**config.mk**
```make
export PLATFORM = sky130hd
export DESIGN_NAME = light_dance_ctrl_flat
export DESIGN_NICKNAME = d
export VERILOG_FILES = /design/src/rtl/light_dance_pkg.sv /design/src/rtl/light_dance_if.sv /design/src/rtl/light_dance_lfsr.sv /design/src/rtl/light_dance_ctrl.sv /design/src/flat_wrapper.sv
export SDC_FILE = /design/constraint.sdc
export NUM_CORES = 1
export LEC_CHECK = 0
export BUFFER_PORTS_ARGS = -buffer_cell sky130_fd_sc_hd__buf_2
export CORE_MARGIN = 1.5
export CORE_UTILIZATION = 44
export CTS_CLUSTER_SIZE = 28
export DETAILED_ROUTE_END_ITERATION = 8
export PLACE_DENSITY = 0.77
export RECOVER_POWER = 25
export SYNTH_ARGS = -nofsm -noshare
export SYNTH_HDL_FRONTEND = slang
export SYNTH_SLANG_ARGS = --single-unit
```
**constraint.sdc**
```tcl
create_clock -name clk -period 1.7 [get_ports clk]
set_clock_uncertainty 0.2 [all_clocks]
set_input_delay 0 -clock clk [delete_from_list [all_inputs] [get_ports clk]]
set_output_delay 0 -clock clk [all_outputs]
set_load 0.005 [all_outputs]
```
**src/rtl/light_dance_pkg.sv**
```systemverilog
// Shared definitions for the LightDance pattern sequencer.
//   state_t       : sequencer states IDLE/LOAD/SHIFT/DONE
//   mode_t        : serial-fill source codes (ones, zeros, LFSR, rotate)
//   PAT_*         : preset parallel-load patterns, selected by pat_sel
//   LFSR_SEED     : reset value of the pseudo-random generator
//   pattern_lookup: pat_sel -> 8-bit preset pattern
//   lfsr_advance  : one step of the 8-bit Fibonacci LFSR (taps 8,6,5,4)
package light_dance_pkg;

    typedef enum logic [1:0] {
        ST_IDLE  = 2'd0,
        ST_LOAD  = 2'd1,
        ST_SHIFT = 2'd2,
        ST_DONE  = 2'd3
    } state_t;

    typedef enum logic [1:0] {
        MODE_ONES   = 2'd0,
        MODE_ZEROS  = 2'd1,
        MODE_LFSR   = 2'd2,
        MODE_ROTATE = 2'd3
    } mode_t;

    localparam logic [7:0] PAT_0     = 8'hD5;
    localparam logic [7:0] PAT_1     = 8'h81;
    localparam logic [7:0] PAT_2     = 8'hF0;
    localparam logic [7:0] PAT_3     = 8'hAA;
    localparam logic [7:0] LFSR_SEED = 8'hA5;

    function automatic logic [7:0] pattern_lookup(input logic [1:0] sel);
        logic [7:0] pat;
        case (sel)
            2'd0:    pat = PAT_0;
            2'd1:    pat = PAT_1;
            2'd2:    pat = PAT_2;
            default: pat = PAT_3;
        endcase
        return pat;
    endfunction

    // Taps 8,6,5,4 map to bits 7,5,4,3; new bit enters at bit 0, which is
    // also the bit presented as the serial output.
    function automatic logic [7:0] lfsr_advance(input logic [7:0] q);
        return {q[6:0], q[7] ^ q[5] ^ q[4] ^ q[3]};
    endfunction

endpackage

```
**src/rtl/light_dance_if.sv**
```systemverilog
// Link between the sequencer and the LightDance shift-register stage.
//   load  : parallel-load strobe          (sequencer -> LightDance)
//   pdata : pattern to parallel-load      (sequencer -> LightDance)
//   din   : serial fill bit               (sequencer -> LightDance)
//   step  : one-cycle shift strobe        (sequencer -> LightDance)
//   qdata : shift-register contents       (LightDance -> sequencer)
interface light_dance_if #(
    parameter int WIDTH = 8
);
    logic             load;
    logic [WIDTH-1:0] pdata;
    logic             din;
    logic             step;
    logic [WIDTH-1:0] qdata;

    modport master (
        output load, pdata, din, step,
        input  qdata
    );

    modport slave (
        input  load, pdata, din, step,
        output qdata
    );
endinterface

```
**src/rtl/light_dance_lfsr.sv**
```systemverilog
// 8-bit Fibonacci LFSR used as the pseudo-random serial-fill source.
//   clk  : clock
//   srst : synchronous reset, loads LFSR_SEED
//   en   : advance one position this cycle
//   q    : current LFSR state (q[0] is the output bit)
module light_dance_lfsr
    import light_dance_pkg::*;
(
    input  logic       clk,
    input  logic       srst,
    input  logic       en,
    output logic [7:0] q
);

    logic [7:0] q_reg;

    always_ff @(posedge clk) begin
        if (srst) begin
            q_reg <= LFSR_SEED;
        end else if (en) begin
            q_reg <= lfsr_advance(q_reg);
        end
    end

    assign q = q_reg;

endmodule

```
**src/rtl/light_dance_ctrl.sv**
```systemverilog
// Pattern sequencer driving the LightDance shift-register stage.
// On start it parallel-loads one of four preset patterns, then issues STEPS
// shift strobes spaced DIV clocks apart, each with a serial fill bit, and
// finishes with a one-cycle done pulse.
//   clk     : clock
//   arst    : synchronous active-high reset
//   start   : begin a sequence (honoured in IDLE only)
//   stop    : abort a running sequence (no done pulse)
//   mode    : fill source 0 ones, 1 zeros, 2 LFSR, 3 rotate (qdata MSB)
//   pat_sel : preset pattern index
//   busy    : sequence in progress (LOAD and SHIFT)
//   done    : one-cycle end-of-sequence pulse
//   ld      : light_dance_if master (load/pdata/din/step out, qdata in)
// Build option: define LIGHT_DANCE_LFSR_EN to build the LFSR; without it
// mode 2 fills with zeros, exactly like mode 1.
module light_dance_ctrl
    import light_dance_pkg::*;
#(
    parameter int WIDTH = 8,
    parameter int DIV   = 4,
    parameter int STEPS = 8
) (
    input  logic              clk,
    input  logic              arst,
    input  logic              start,
    input  logic              stop,
    input  logic [1:0]        mode,
    input  logic [1:0]        pat_sel,
    output logic              busy,
    output logic              done,
    light_dance_if.master     ld
);

    localparam int DIV_W  = (DIV > 1) ? $clog2(DIV) : 1;
    localparam int STEP_W = $clog2(STEPS + 1);
    localparam logic [DIV_W-1:0]  DIV_LAST  = DIV_W'(DIV - 1);
    localparam logic [STEP_W-1:0] STEPS_CNT = STEP_W'(STEPS);

    state_t              state_reg;
    mode_t               mode_reg;
    logic [DIV_W-1:0]    div_cnt_reg;
    logic [STEP_W-1:0]   step_cnt_reg;
    logic                load_reg;
    logic [WIDTH-1:0]    pdata_reg;
    logic                din_reg;
    logic                step_reg;
    logic                busy_reg;
    logic                done_reg;

    logic                period_end;
    logic                lfsr_bit;
    logic                src_bit;

    // The load cycle counts as the first cycle of the first step period, so
    // the first strobe lands DIV cycles after load (DIV=1: the very next one).
    assign period_end = ((state_reg == ST_LOAD) || (state_reg == ST_SHIFT)) &&
                        (div_cnt_reg == DIV_LAST);

`ifdef LIGHT_DANCE_LFSR_EN
    logic       lfsr_en;
    logic [7:0] lfsr_q;

    // Advance only when a strobe is actually issued (not on the closing
    // period that leads to DONE, and not when stop aborts).
    assign lfsr_en = period_end && !stop && (step_cnt_reg != STEPS_CNT);

    light_dance_lfsr u_lfsr (
        .clk  (clk),
        .srst (arst),
        .en   (lfsr_en),
        .q    (lfsr_q)
    );

    assign lfsr_bit = lfsr_q[0];
`else
    assign lfsr_bit = 1'b0;
`endif

    always_comb begin
        src_bit = 1'b0;
        case (mode_reg)
            MODE_ONES:   src_bit = 1'b1;
            MODE_ZEROS:  src_bit = 1'b0;
            MODE_LFSR:   src_bit = lfsr_bit;
            MODE_ROTATE: src_bit = ld.qdata[WIDTH-1];
            default:     src_bit = 1'b0;
        endcase
    end

    always_ff @(posedge clk) begin
        if (arst) begin
            state_reg    <= ST_IDLE;
            mode_reg     <= MODE_ONES;
            div_cnt_reg  <= '0;
            step_cnt_reg <= '0;
            load_reg     <= 1'b0;
            pdata_reg    <= '0;
            din_reg      <= 1'b0;
            step_reg     <= 1'b0;
            busy_reg     <= 1'b0;
            done_reg     <= 1'b0;
        end else begin
            // Strobes default low; pdata and din hold their last value.
            load_reg <= 1'b0;
            step_reg <= 1'b0;
            done_reg <= 1'b0;
            case (state_reg)
                ST_IDLE: begin
                    div_cnt_reg  <= '0;
                    step_cnt_reg <= '0;
                    if (start && !stop) begin
                        state_reg <= ST_LOAD;
                        mode_reg  <= mode_t'(mode);
                        load_reg  <= 1'b1;
                        pdata_reg <= WIDTH'(pattern_lookup(pat_sel));
                        busy_reg  <= 1'b1;
                    end
                end
                ST_LOAD, ST_SHIFT: begin
                    if (stop) begin
                        state_reg <= ST_IDLE;
                        busy_reg  <= 1'b0;
                    end else begin
                        state_reg <= ST_SHIFT;
                        if (div_cnt_reg == DIV_LAST) begin
                            div_cnt_reg <= '0;
                            if (step_cnt_reg == STEPS_CNT) begin
                                // One extra period after the last strobe.
                                state_reg <= ST_DONE;
                                done_reg  <= 1'b1;
                                busy_reg  <= 1'b0;
                            end else begin
                                step_reg     <= 1'b1;
                                din_reg      <= src_bit;
                                step_cnt_reg <= step_cnt_reg + 1'b1;
                            end
                        end else begin
                            div_cnt_reg <= div_cnt_reg + 1'b1;
                        end
                    end
                end
                ST_DONE: begin
                    state_reg <= ST_IDLE;
                end
                default: begin
                    state_reg <= ST_IDLE;
                end
            endcase
        end
    end

    assign ld.load  = load_reg;
    assign ld.pdata = pdata_reg;
    assign ld.din   = din_reg;
    assign ld.step  = step_reg;
    assign busy     = busy_reg;
    assign done     = done_reg;

endmodule

```
**src/flat_wrapper.sv**
```systemverilog
// flat-port wrapper written by rule: the top's interface ports become plain ports
module light_dance_ctrl_flat import light_dance_pkg::*;
#(
    parameter int WIDTH = 8,
    parameter int DIV   = 4,
    parameter int STEPS = 8
)
  (clk, arst, start, stop, mode, pat_sel, busy, done, ld_load, ld_pdata, ld_din, ld_step, ld_qdata);
  light_dance_if #(.WIDTH(WIDTH)) ld_i ();
  input  logic clk;
  input  logic arst;
  input  logic start;
  input  logic stop;
  input  logic [1:0] mode;
  input  logic [1:0] pat_sel;
  output logic busy;
  output logic done;
  output wire logic [$bits(ld_i.load)-1:0] ld_load;
  output wire logic [$bits(ld_i.pdata)-1:0] ld_pdata;
  output wire logic [$bits(ld_i.din)-1:0] ld_din;
  output wire logic [$bits(ld_i.step)-1:0] ld_step;
  input wire logic [$bits(ld_i.qdata)-1:0] ld_qdata;
  assign ld_load = ld_i.load;
  assign ld_pdata = ld_i.pdata;
  assign ld_din = ld_i.din;
  assign ld_step = ld_i.step;
  assign ld_i.qdata = ld_qdata;
  light_dance_ctrl #(.WIDTH(WIDTH), .DIV(DIV), .STEPS(STEPS)) u_core (.clk(clk), .arst(arst), .start(start), .stop(stop), .mode(mode), .pat_sel(pat_sel), .busy(busy), .done(done), .ld(ld_i));
endmodule
```
==> flow_summary.json <==
{
  "period_needed_ns": 1.63,
  "clockBufferDepth": 2,
  "maxCapViolCount": 0,
  "async_flop_share": 0,
  "wl_per_cell_um": 11.7,
  "relSlewSlack": 0.691,
  "critPathKind": "reg2reg",
  "syn_area_um2": 965,
  "cts_buffers": 3,
  "vias": 898,
  "drc_errors": 0,
  "synth_area_per_cell_um2": 8.69,
  "n_antenna_cell": 0,
  "largest_register_ffs": 6,
  "r2r_setup_slack_ns": 0.07,
  "max_clock_freq_mhz": 613,
  "die_w_um": 49.8,
  "ys_seq_elements": 21,
  "yosysTopAreaCell": "dfxtp_1",
  "viasPerCell": 5.16,
  "synthTopCellsByArea": "dfxtp_1 44%, ha_1 9.1%, nor2_1 6.6%",
  "synthToLayoutAreaGrowth_pct": 30.4,
  "drt_wl_total_um": 2030,
  "cp.required_ns": 1.74,
  "cp-end-kind": "register",
  "yosysSeqAreaShare": 0.436,
  "synth_nets": 134,
  "htree_levels": 1,
  "grt_pass1_vias": 862,
  "routabilityCongestion": 0.870,
  "setup_violations": 0,
  "start_util": 0.477,
  "core-area_mm2": 0.00202,
  "fin_crit_sh": 0.959,
  "worstPathArrival_ns": 1.67,
  "overflow": 0,
  "cts.clk_slew.worst_paths_ns": 0.11,
  "worst_hold_slack_ns": 0.249,
  "die_h_um": 49.8,
  "worst-path-max-fanout": 4,
  "drive_above_1_share": 0.286,
  "cts_root_buf": "clkbuf_4",
  "antenna_found_initial": 0,
  "synth_ff_type": "dfxtp_1",
  "synth-edff-count": 0,
  "worst_pin_slew_ns": 0.459,
  "ant_nets": 0,
  "drt_iter0_markers": 11,
  "clock_sinks": 21,
  "grt_max_degree": 22,
  "tritoncts": "built",
  "final_cell_mix": "19 x buf_2, 19 x dfxtp_1, 17 x nor2_1",
  "min_path_type": "in2reg",
  "hold_violations": 0,
  "port_buffers": 21,
  "rsz0062_at_grt": "true",
  "ys_types": 27,
  "fin_nets": 171,
  "powerDensity_mw_per_mm2": 835,
  "track_usage": 0.182,
  "pin_count": 29,
  "drtPass1Iterations": 4,
  "ir_drop_v": 0.000557,
  "outcome": "complete, no violations",
  "p_leak_nw": 0.558,
  "drv_slew": 0,
  "grt_pass1_wl_um": 3510,
  "synth_top_area_frac": 0.436,
  "num_rows": 16,
  "clk_latency_ns": 0.29,
  "critPathLaunchType": "register",
  "hpwl_um": 1470,
  "die-area_mm2": 0.00248,
  "synthCells": 111,
  "finish.utilization": 0.622,
  "ys_warn_count": 0
}
-- repair_timing --
| item | CTS | global route |
|---|---|---|
| pin swaps | 0 | 3 |
| hold buffers | 8 | 0 |
| endpoints found under the setup margin | 7 | 5 |
| endpoints found under the hold margin | 21 | 0 |
| resized for setup | 4 | 4 |
| buffers inserted | 0 | 2 |
-- final timing paths --
path | start | endpoint | depth (start not counted)
worst max-delay path | u_core.step_cnt_reg[1] | u_core.step_cnt_reg[0] | 7
worst max register to register | u_core.step_cnt_reg[1] | u_core.step_cnt_reg[0] | 7
worst min register to register | u_core.mode_reg[0] | u_core.mode_reg[0] | 2
worst min-delay path | pat_sel[0] | u_core.ld.pdata[6] | 3
-- power by group --
group	switching, mW	internal [mW]
Sequential	0.0205	0.525
Clock	0.140	0.0912
Combinational	0.138	0.136
-- area by class of cell --
| type | count | area (um2) |
|---|---|---|
| Clock buffer | 4 | 26.3 |
| Inverter | 5 | 18.8 |
| Fill cell | 200 | 764 |
| Timing Repair Buffer | 37 | 243 |
| Multi-Input combinational cell | 80 | 513 |
| Tap cell | 27 | 33.8 |
| Sequential cell | 21 | 423 |
-- metal layers --
layer / up-vias / global-route usage / part of all wire
met2: 19 / 0.344 / 0.54
met3: 0 / 0.0364 / 0.036
met5: - / 0 / 0
met4: 0 / 0.0556 / 0
met1: 428 / 0.202 / 0.42
li1: 451 / - / -
-- per-stage QoR --
step | power (mW) | TNS [ns] | cell area, um2 | cells | worst slack [ns]
2_1_floorplan | 0.709 | 0 | 965 | 111 | 0.0225
3_3_place_gp | 0.779 | 0 | 1120 | 160 | 0.0226
3_5_place_dp | 0.793 | -0.208 | 1120 | 160 | -0.0732
4_1_cts | 1.06 | 0 | 1240 | 172 | 0.0415
5_1_grt | 1.12 | -0.0930 | 1260 | 174 | -0.0361
6_report | 1.05 | 0 | 1260 | 174 | 0.0697
-- Yosys cell counts, drive strengths merged, types with 3 or more instances --
cell type / count
nor3: 4
buf: 3
a21oi: 10
o21ai: 3
inv: 5
mux2i: 3
nor2: 17
nand2: 12
nand3: 5
dfxtp: 21
ha: 7
-- kinds of logic after synthesis --
group	Yosys count	share of synthesized area
multiplexers	3	0.0311
AO/OA/AOI/OAI	21	0.134
AND/OR/NAND/NOR	49	0.258
adder cells (fa/ha/maj)	7	0.0908
buffers and inverters	10	0.0506
flip-flops	21	0.436
-- worst max-delay path: stages, from the launching register on --
cell and delay (ns):
dfxtp_1 0.35, inv_1 0.08, ha_1 0.17, nand3b_1 0.16, buf_4 0.20, a21oi_1 0.19
mux2i_1 0.11, nor2_1 0.10
No activity file was read; power rests on OpenSTA's default activity.
